<file path="src/rtl/bus_arbiter.sv">
// -----------------------------------------------------------------------------
// bus_arbiter
//   Eight-requester bus arbiter built around a three-state FSM
//   (IDLE / GRANT / RELEASE). The priority scheme is selectable:
//   fixed priority (highest index wins) or descending round-robin.
//   A hold counter can revoke a grant once MAX_HOLD grant cycles have
//   elapsed; setting MAX_HOLD to 0 disables this timeout.
//
// Ports
//   clk       : single clock; all state changes on its rising edge
//   rst_n     : synchronous active-low reset
//   req[7:0]  : level-sensitive request lines, bit n = requester n
//   mask[7:0] : 1 makes the corresponding requester ineligible
//   rr_en     : 1 = round-robin priority, 0 = fixed priority
//   lock      : 1 keeps the current holder from being timed out
//   grant     : one-hot grant, or all zero when no grant is active
//   grant_idx : index of the granted requester; 4'h8 when none
//   busy      : 1 in any state other than IDLE
//   timeout   : one-cycle pulse when the hold limit revokes a grant
// -----------------------------------------------------------------------------
module bus_arbiter #(
  parameter logic [7:0] MAX_HOLD = 8'd64
) (
  input  logic       clk,
  input  logic       rst_n,
  input  logic [7:0] req,
  input  logic [7:0] mask,
  input  logic       rr_en,
  input  logic       lock,
  output logic [7:0] grant,
  output logic [3:0] grant_idx,
  output logic       busy,
  output logic       timeout
);

  typedef enum logic [1:0] {
    IDLE    = 2'd0,
    GRANT   = 2'd1,
    RELEASE = 2'd2
  } state_e;

  state_e     state_q, state_d;
  logic [2:0] idx_q, idx_d;
  logic [2:0] last_q, last_d;
  logic [7:0] cnt_q, cnt_d;
  logic [7:0] grant_q, grant_d;
  logic [3:0] grant_idx_q, grant_idx_d;
  logic       busy_q, busy_d;
  logic       timeout_q, timeout_d;

  logic [7:0] elig_s;
  logic [2:0] win_s;
  logic [8:0] cnt_inc_s;
  logic       hold_hit_s;

  // Winner search. Round-robin starts one below the last winner and
  // descends with wrap, so the last winner itself is examined last.
  // Fixed priority simply descends from index 7.
  function automatic logic [2:0] pick_winner(input logic [7:0] elig,
                                             input logic       rr,
                                             input logic [2:0] last);
    logic [2:0] cand;
    logic [2:0] win;
    logic       found;
    win   = 3'd0;
    found = 1'b0;
    for (int k = 1; k <= 8; k++) begin
      if (rr) begin
        cand = last - 3'(k);
      end else begin
        cand = 3'(8 - k);
      end
      if (!found && elig[cand]) begin
        win   = cand;
        found = 1'b1;
      end else begin
        found = found;
      end
    end
    return win;
  endfunction

  // Next-state, hold counter and next-output computation.
  always_comb begin
    state_d     = state_q;
    idx_d       = idx_q;
    last_d      = last_q;
    cnt_d       = cnt_q;
    timeout_d   = 1'b0;
    grant_d     = 8'h00;
    grant_idx_d = 4'h8;
    busy_d      = 1'b0;

    elig_s     = req & ~mask;
    win_s      = pick_winner(elig_s, rr_en, last_q);
    // 9-bit increment so the comparison cannot wrap at 255.
    cnt_inc_s  = {1'b0, cnt_q} + 9'd1;
    hold_hit_s = (MAX_HOLD != 8'd0) && (cnt_inc_s >= {1'b0, MAX_HOLD});

    case (state_q)
      IDLE, RELEASE: begin
        if (elig_s != 8'h00) begin
          state_d = GRANT;
          idx_d   = win_s;
          last_d  = win_s;
          cnt_d   = 8'd0;
        end else begin
          state_d = IDLE;
        end
      end
      GRANT: begin
        // Voluntary release has precedence and never raises timeout.
        if (!req[idx_q] || mask[idx_q]) begin
          state_d = RELEASE;
        end else if (hold_hit_s && !lock) begin
          state_d   = RELEASE;
          timeout_d = 1'b1;
        end else begin
          state_d = GRANT;
          // Under lock the counter parks at MAX_HOLD so that dropping
          // lock revokes on the very next edge.
          if (hold_hit_s) begin
            cnt_d = MAX_HOLD;
          end else begin
            cnt_d = cnt_inc_s[7:0];
          end
        end
      end
      default: begin
        state_d = IDLE;
      end
    endcase

    if (state_d == GRANT) begin
      grant_d     = 8'h01 << idx_d;
      grant_idx_d = {1'b0, idx_d};
    end else begin
      grant_d     = 8'h00;
      grant_idx_d = 4'h8;
    end

    if (state_d != IDLE) begin
      busy_d = 1'b1;
    end else begin
      busy_d = 1'b0;
    end
  end

  // State, counter and registered outputs with synchronous reset.
  always_ff @(posedge clk) begin
    if (!rst_n) begin
      state_q     <= IDLE;
      idx_q       <= 3'd0;
      last_q      <= 3'd0;
      cnt_q       <= 8'd0;
      grant_q     <= 8'h00;
      grant_idx_q <= 4'h8;
      busy_q      <= 1'b0;
      timeout_q   <= 1'b0;
    end else begin
      state_q     <= state_d;
      idx_q       <= idx_d;
      last_q      <= last_d;
      cnt_q       <= cnt_d;
      grant_q     <= grant_d;
      grant_idx_q <= grant_idx_d;
      busy_q      <= busy_d;
      timeout_q   <= timeout_d;
    end
  end

  assign grant     = grant_q;
  assign grant_idx = grant_idx_q;
  assign busy      = busy_q;
  assign timeout   = timeout_q;

endmodule

</file>
<file path="config.mk">
export PLATFORM = sky130hd
export DESIGN_NAME = bus_arbiter
export DESIGN_NICKNAME = d
export VERILOG_FILES = /design/src/rtl/bus_arbiter.sv
export SDC_FILE = /design/constraint.sdc
export NUM_CORES = 1
export LEC_CHECK = 0
export ABC_AREA = 0
export CAP_MARGIN = 20
export CORE_MARGIN = 2
export CORE_UTILIZATION = 49
export DETAILED_ROUTE_END_ITERATION = 6
export PLACE_DENSITY = 0.77
export SLEW_MARGIN = 40
export SYNTH_ARGS = -nofsm -noshare
export SYNTH_HDL_FRONTEND = slang
export SYNTH_SLANG_ARGS = --single-unit
</file>
<file path="constraint.sdc">
create_clock -name clk -period 3.2 [get_ports clk]
set_input_delay 0.8 -clock clk [delete_from_list [all_inputs] [get_ports clk]]
set_output_delay 0.8 -clock clk [all_outputs]
set_load 0.01 [all_outputs]
</file>
# Yosys cells after proc, flatten, opt, wreduce, memory -nomap -nowiden
# Index checks and enable logic that the tools add are counted.
dict set report totals {
  reg_bits 30
  input_bits 20
  elab_cells 122
  out_inout_bits 14
}
dict set report classes {
  add_sub_neg 8
  n_mux 57
  n_reduce_logical 27
  eq_ne 6
  magnitude_cmp 10
  n_shift 1
  bitwise 4
}
# op n
set op_table {}
lappend op_table {{$mux 3} 18}
lappend op_table {{$lt 3x4->1 const B} 9}
lappend op_table {{$mux 8} 4}
lappend op_table {{$bmux 1 s3} 10}
lappend op_table {{$mux 1} 20}
lappend op_table {{$pmux 8 s2} 1}
lappend op_table {{$sub 3x3->3 const B} 4}
lappend op_table {{$add 8x1->9 const B} 1}
lappend op_table {{$ge 9x7->1 const B} 1}
lappend op_table {{$logic_not 1->1} 9}
lappend op_table {{$and 8x8->8} 1}
lappend op_table {{$logic_and 1x1->1} 8}
lappend op_table {{$not 8->8} 1}
lappend op_table {{$reduce_bool 8->1} 1}
lappend op_table {{$shl 1x3->8 const A} 1}
lappend op_table {{$ne 2x2->1 const B} 3}
lappend op_table {{$sub 3x2->3 const B} 2}
lappend op_table {{$eq 2x1->1 const B} 2}
lappend op_table {{$mux 2} 2}
lappend op_table {{$mux 4} 1}
lappend op_table {{$pmux 2 s2} 1}
lappend op_table {{$reduce_and 2->1} 2}
lappend op_table {{$reduce_and 4->1} 1}
lappend op_table {{$reduce_bool 2->1} 2}
lappend op_table {{7 further kinds} 8}

# Depth between registers and ports, before layout
dict set report depth {
  word_depth 29
  ltp_mapped 11
  depth_no_buf 10
}

# Worst setup path after synthesis
# Ideal clock, no wire load.
dict set report synth_path {
  path_type {input port to flip-flop}
  startpoint {input port rr_en}
  endpoint {register grant_q[3] (netlist: grant[3])}
  path_buffers 1
  slack_ns -0.138
  arrival_ns 3.226
  stages 9
  setup_ns 0.112
  required_ns 3.088
  cell_sequence {buf_4 > nand2_4 > mux2_2 > mux4_2 > a2111o_1 > and3b_1 > nand2_1 > a31o_1 > a2111oi_1}
}
dict set report synth_between {
  elab_chain_len 28
  elab_cells_between_ends 56
  cone_classes {shift (1); mux (41); reduce/logical (14)}
}
# element line_no
set synth_rtl {}
lappend synth_rtl {{from (decl)} 28} ;# input logic rr_en,
lappend synth_rtl {{$mux 3} 68} ;# if (rr) begin
lappend synth_rtl {{$bmux 1 s3} 73} ;# if (!found && elig[cand]) begin
lappend synth_rtl {{$mux 1 (not written as such)} 73}
lappend synth_rtl {{$mux 1} 73}
lappend synth_rtl {{$logic_not 1->1} 73}
lappend synth_rtl {{$logic_and 1x1->1} 73}
lappend synth_rtl {{$mux 1} 73}
lappend synth_rtl {{$logic_not 1->1} 73}
lappend synth_rtl {{[12 not listed]} n/a}
lappend synth_rtl {{$logic_and 1x1->1} 73}
lappend synth_rtl {{$mux 1} 73}
lappend synth_rtl {{$logic_not 1->1} 73}
lappend synth_rtl {{$logic_and 1x1->1} 73}
lappend synth_rtl {{$mux 3 *} 73}
lappend synth_rtl {{$mux 3 *} 102} ;# if (elig_s != 8'h00) begin
lappend synth_rtl {{$mux 3 *} 100} ;# case (state_q)
lappend synth_rtl {{$shl 1x3->8 *} 135} ;# grant_d = 8'h01 << idx_d;
lappend synth_rtl {{to (signal assigned)} 165} ;# grant_q <= grant_d;
lappend synth_rtl {{to (decl)} 46} ;# logic [7:0] grant_q, grant_d;
# Mark *: on every way between the ends. The rest lies on a longest branch, timed or not. The select of a mux whose other input is x is not followed.
# A chain may end at the register's enable or synchronous reset.

# Final worst setup path
dict set report layout_path {
  startpoint {input port mask[5]}
  endpoint {register grant_q[3] (netlist: grant[3])}
}
dict set report layout_between {
  elab_chain_len 29
  elab_cells_between_ends 59
  cone_classes {eq/ne (1); shift (1); mux (38); bitwise (2); reduce/logical (17)}
}
# element line_no
set layout_rtl {}
lappend layout_rtl {{from (decl)} 27} ;# input logic [7:0] mask,
lappend layout_rtl {{$not 8->8} 94} ;# elig_s = req & ~mask;
lappend layout_rtl {{$and 8x8->8} 94}
lappend layout_rtl {{$bmux 1 s3} 73}
lappend layout_rtl {{$mux 1 (not written as such)} 73}
lappend layout_rtl {{$mux 1} 73}
lappend layout_rtl {{$logic_not 1->1} 73}
lappend layout_rtl {{$logic_and 1x1->1} 73}
lappend layout_rtl {{$mux 1} 73}
lappend layout_rtl {{[13 not listed]} n/a}
lappend layout_rtl {{$logic_and 1x1->1} 73}
lappend layout_rtl {{$mux 1} 73}
lappend layout_rtl {{$logic_not 1->1} 73}
lappend layout_rtl {{$logic_and 1x1->1} 73}
lappend layout_rtl {{$mux 3} 73}
lappend layout_rtl {{$mux 3} 102}
lappend layout_rtl {{$mux 3} 100}
lappend layout_rtl {{$shl 1x3->8} 135}
# Parallel ways exist; a longest one is shown, timed or not. The select of a mux whose other input is x is not followed.

==> results <==
- The classification of the worst-slack hold path is reg -> reg.
- In this run the worst setup path begins at mask[5].
- The clock net in this run drives a total of 30 sinks.
- The remaining antenna violation count after routing is 0.
- The initial antenna violation count came to 0.
- For this block, the initial DRC count from the detailed router was 285.
- The later pin in the worst-skew pair is clocked with a latency of 0.29 ns.
- The routed length on met3 is 806 µm.
- In the final routed layout, each cell accounts on average for 21.3 µm.
- The total of warnings raised by yosys is 0.
- The wire length after detailed routing is 8850 µm.
- The floorplan has 24 rows.
- The achievable frequency is 0.310 GHz.
- The flow ran to the end, but the final reports show violations.
- After filler insertion, the fill cell instance count of the layout stands at 240.
- The accumulated negative setup slack is -0.0294 ns.
- In this run, synthesis produced a sequential element count of 30.
- The worst reg-to-reg setup slack is 0.08 ns.
- Entering global routing, the biggest net connects 14 pins.
- The worst setup path is of the in -> reg kind.
- The count of port buffers added during placement is 33.
- Of the synthesized area, sequential elements account for 27.2%.
- The total congestion overflow after global routing is 0.
- The routed layout has 2743 vias.
- The number of enable-type register cells in the synthesized netlist is 0.
- The number of optimization iterations in the first detailed-route pass is 7.
- The die covers 0.00505 mm².
- 0 antenna diodes ended up in the layout.
- The share of layout cells above drive strength 1 is 42.6%.
- The endpoint type of the worst setup path is a flip-flop.
- The number of remaining DRC errors is 11.
- The die width is 71.1 µm.
- At the end of routability-driven placement, the weighted congestion stood at 0.981.
- In this run the vertical extent of the chip is 71.1 µm.
- At the end of the flow, the number of nets in the layout was 387.
- The number of nets handed over by synthesis was 277.
- TritonCTS built the clock tree.
- Pin placement for this block handled 34 I/O pins.
- The capturing instance or port of the critical path is grant[3]$_SDFF_PP0_.
- STA puts the critical path data required time at 3.39 ns.
- The HPWL after detailed placement is 5150 µm.
- The share of flip-flops with an asynchronous set or reset after synthesis is 0%.
- Once layout is complete, the utilization of the core stands at 80.6%.
- In this run the power density over the cells is 756 mW/mm².
- In this run the tightest slew margin relative to its limit is 53.6%.
- The initial utilization of the core area, before any placement, comes to 50.7%.
- Global routing consumed, over all layers together, 33.6% of the routing resources.
- The clock period minus final worst setup slack is 3.23 ns.
- The synthesized netlist occupies a cell area of 0.00221 mm².
- The total count of hold-check failures in the final report is 0.
- After layout, the worst setup slack is -0.0294 ns.
- Clock-pin slew was measured on the worst setup and hold paths at 0.06 ns.
- The maximum fanout along the worst path is 7.
- The critical path startpoint category is an input pin.
- Wire segments on met2 add up to 4260 µm in the final route.
- Max-cap violations in this run came to 0.
- The arrival time of the worst setup path is 3.42 ns.
- The clock buffer count from CTS is 5.
- The post-layout instance area is 0.00351 mm².
- The cell count after synthesis came out at 253.
- The met1 wire length is 3460 µm.
- In this run the critical register-to-register path is launched from last_q[0]$_SDFFE_PN0P_.
- The hold path depth is 1.
- Clock skew on the completed layout was measured at 0.0110 ns.
- The capturing point of the worst reg2reg path is grant[3]$_SDFF_PP0_.
- The root buffer cell chosen for the clock tree is sky130_fd_sc_hd__clkbuf_8.
- In this run the deepest clock path goes through 2 buffers.
- A synthesized cell averages 8.72 µm².
- The leading register cell type out of synthesis is sky130_fd_sc_hd__dfxtp_1.
- Setup repair after global routing could not meet its margin everywhere.
- The count of final max-slew check failures is 0.
- The cell area after placement is 0.00307 mm².
- The synthesis-to-finish area growth is 59.1%.
- The via count of the first global-routing pass is 2566.
- The static leakage is 1.52 nW.
- IR analysis of the VDD net gives a maximum drop of 0.703 mV.
- Yosys mapped the design onto 52 distinct sky130hd cell types.
- Using the TritonRoute via totals, the vias-per-cell ratio works out to 6.59.
- The H-tree was split into 2 levels.
- The worst path uses 101% of the clock period.
- Setup violations remaining at the end of the flow were counted as 1.
- In this run the top signal layer used is met4.
- The final reports fail on design-rule violations, negative setup slack.
- The length in cells of the worst reg-to-reg path is 9.
- The floorplan core area is 0.00435 mm².
- The global-route wire length before repair is 13100 µm.
- For the pin with the worst max-slew slack, the measured transition is 0.679 ns.
==> cells in the mapped netlist (all sizes together) (2+ instances only) <==
master    n  area (µm²)
and3      4        25.0
nand2    24        97.6
o21a      2        15.0
mux4     12         270
a21oi    14        70.1
o31ai     3        22.5
nor4      3        18.8
mux2i    14         140
a222oi    2        20.0
o21ai    14        70.1
nor2b    11        68.8
clkbuf    4        15.0
or2       2        12.5
buf       5        28.8
a31oi     4        25.0
dfxtp    30         601
nand2b    4        25.0
a211oi    3        22.5
and4      2        17.5
a2111oi   4        37.5
nor2     18        67.6
o22ai     5        31.3
a21o      2        15.0
nor3      5        25.0
o32ai     3        26.3
and2     10        62.6
nand3    12        60.1
nor4b     2        17.5
inv       8        30.0
mux2      8        90.1
ha        4        50.1
==> cells by family (layout without fill, tap and decap cells) <==
group                    Yosys count  after routing  synth area share, %
XOR/XNOR                           2              2                0.794
adder cells (fa/ha/maj)            4              4                 2.27
flip-flops                        30             30                 27.2
AND/OR/NAND/NOR                  101            102                 23.9
multiplexers                      34             34                 22.7
AO/OA/AOI/OAI                     65             65                 19.8
buffers and inverters             17            127                 3.35
==> per-layer routing <==
metal	vias to the layer above	track usage (%)
met2	209	53.2
met5	-	0
li1	1187	-
met4	0	11.1
met1	1302	44.3
met3	45	9.69
==> area by class of cell <==
cell class              instances  area [µm²]  share of cell area [%]
multi-input cells             207        1850                    52.6
repair buffers                111         877                    25.0
flip-flops and latches         30         601                    17.1
clock buffers                   7        86.3                    2.46
well taps                      52        65.1                    1.85
inverters                       8        30.0                   0.856
clock inverters                 1        5.00                   0.143
==> flip-flops by register name, summed over array words and instances (netlist names) <==
register	cells
cnt_q	8
grant	8
grant_idx	4
idx_q	3
last_q	3
state_q	2
busy	1
timeout	1
==> stage by stage <==
| stage | cells | total power [W] | hold slack [ns] | worst slack [ns] |
|---|---|---|---|---|
| CTS | 413 | 0.00242 | 0.462 | 0.0152 |
| global route | 416 | 0.00276 | 0.501 | -0.0486 |
| global placement | 390 | 0.00190 | 0.452 | -0.743 |
| detailed placement | 390 | 0.00191 | 0.453 | -0.855 |
| floorplan | 253 | 0.00132 | 0.426 | -0.0779 |
| finish | 416 | 0.00265 | 0.457 | -0.0294 |
==> worst min path at each step <==
stage                               start               endpoint  slack, ns
detailed placement  cnt_q[5]$_SDFFE_PN0P_  cnt_q[5]$_SDFFE_PN0P_       0.45
global placement    cnt_q[5]$_SDFFE_PN0P_  cnt_q[5]$_SDFFE_PN0P_       0.45
CTS                 cnt_q[5]$_SDFFE_PN0P_  cnt_q[5]$_SDFFE_PN0P_       0.46
floorplan           cnt_q[5]$_SDFFE_PN0P_  cnt_q[5]$_SDFFE_PN0P_       0.43
global route        cnt_q[5]$_SDFFE_PN0P_  cnt_q[5]$_SDFFE_PN0P_       0.50
finish              cnt_q[5]$_SDFFE_PN0P_  cnt_q[5]$_SDFFE_PN0P_       0.46
==> critical path: stages <==
cell and delay (ns):
sky130_fd_sc_hd__clkdlybuf4s15_1 0.21, sky130_fd_sc_hd__nor2b_4 0.07, sky130_fd_sc_hd__mux2_4 0.26, sky130_fd_sc_hd__mux4_2 0.52, sky130_fd_sc_hd__a2111o_1 0.54, sky130_fd_sc_hd__and3b_2 0.37, sky130_fd_sc_hd__nand2_4 0.08, sky130_fd_sc_hd__a31o_4 0.24
sky130_fd_sc_hd__a2111oi_4 0.32
==> placed cells by master (no fill, tap or decap), types with 3 or more instances in the layout <==
master	Yosys	routed
sky130_fd_sc_hd__clkdlybuf4s50_1	0	16
sky130_fd_sc_hd__mux2_4	0	8
sky130_fd_sc_hd__clkbuf_8	0	6
sky130_fd_sc_hd__o21ai_0	12	11
sky130_fd_sc_hd__nor3_1	5	5
sky130_fd_sc_hd__o31ai_1	3	3
sky130_fd_sc_hd__nor2b_4	0	8
sky130_fd_sc_hd__nand3_1	12	11
sky130_fd_sc_hd__dfxtp_1	30	30
sky130_fd_sc_hd__a21oi_1	14	12
sky130_fd_sc_hd__and3_1	4	4
sky130_fd_sc_hd__buf_6	0	3
sky130_fd_sc_hd__mux2i_1	14	12
sky130_fd_sc_hd__ha_1	4	4
sky130_fd_sc_hd__nor4_1	3	3
sky130_fd_sc_hd__nand2_1	23	22
sky130_fd_sc_hd__nor2b_1	11	3
sky130_fd_sc_hd__clkbuf_2	0	12
sky130_fd_sc_hd__buf_4	2	75
sky130_fd_sc_hd__inv_1	8	8
sky130_fd_sc_hd__nor2_1	18	18
sky130_fd_sc_hd__and2_1	10	9
sky130_fd_sc_hd__nand2b_1	4	3
sky130_fd_sc_hd__o22ai_1	5	4
sky130_fd_sc_hd__mux4_2	12	12
sky130_fd_sc_hd__clkdlybuf4s15_1	0	4
==> power breakdown <==
part	internal (W)	total [W]	switching (W)
clock	0.000173	0.000320	0.000147
sequential	0.000460	0.000526	0.0000663
combinational	0.000887	0.00181	0.000922
total	0.00152	0.00265	0.00114
==> timing repair <==
action                     4_1_cts  5_1_grt
hold buffers                     0        0
gates cloned                     1        0
pin swaps                        8        9
setup buffers                   14        3
gates resized for setup         65       41
setup endpoints to repair       21       11
(Power assumes the default switching activity.)
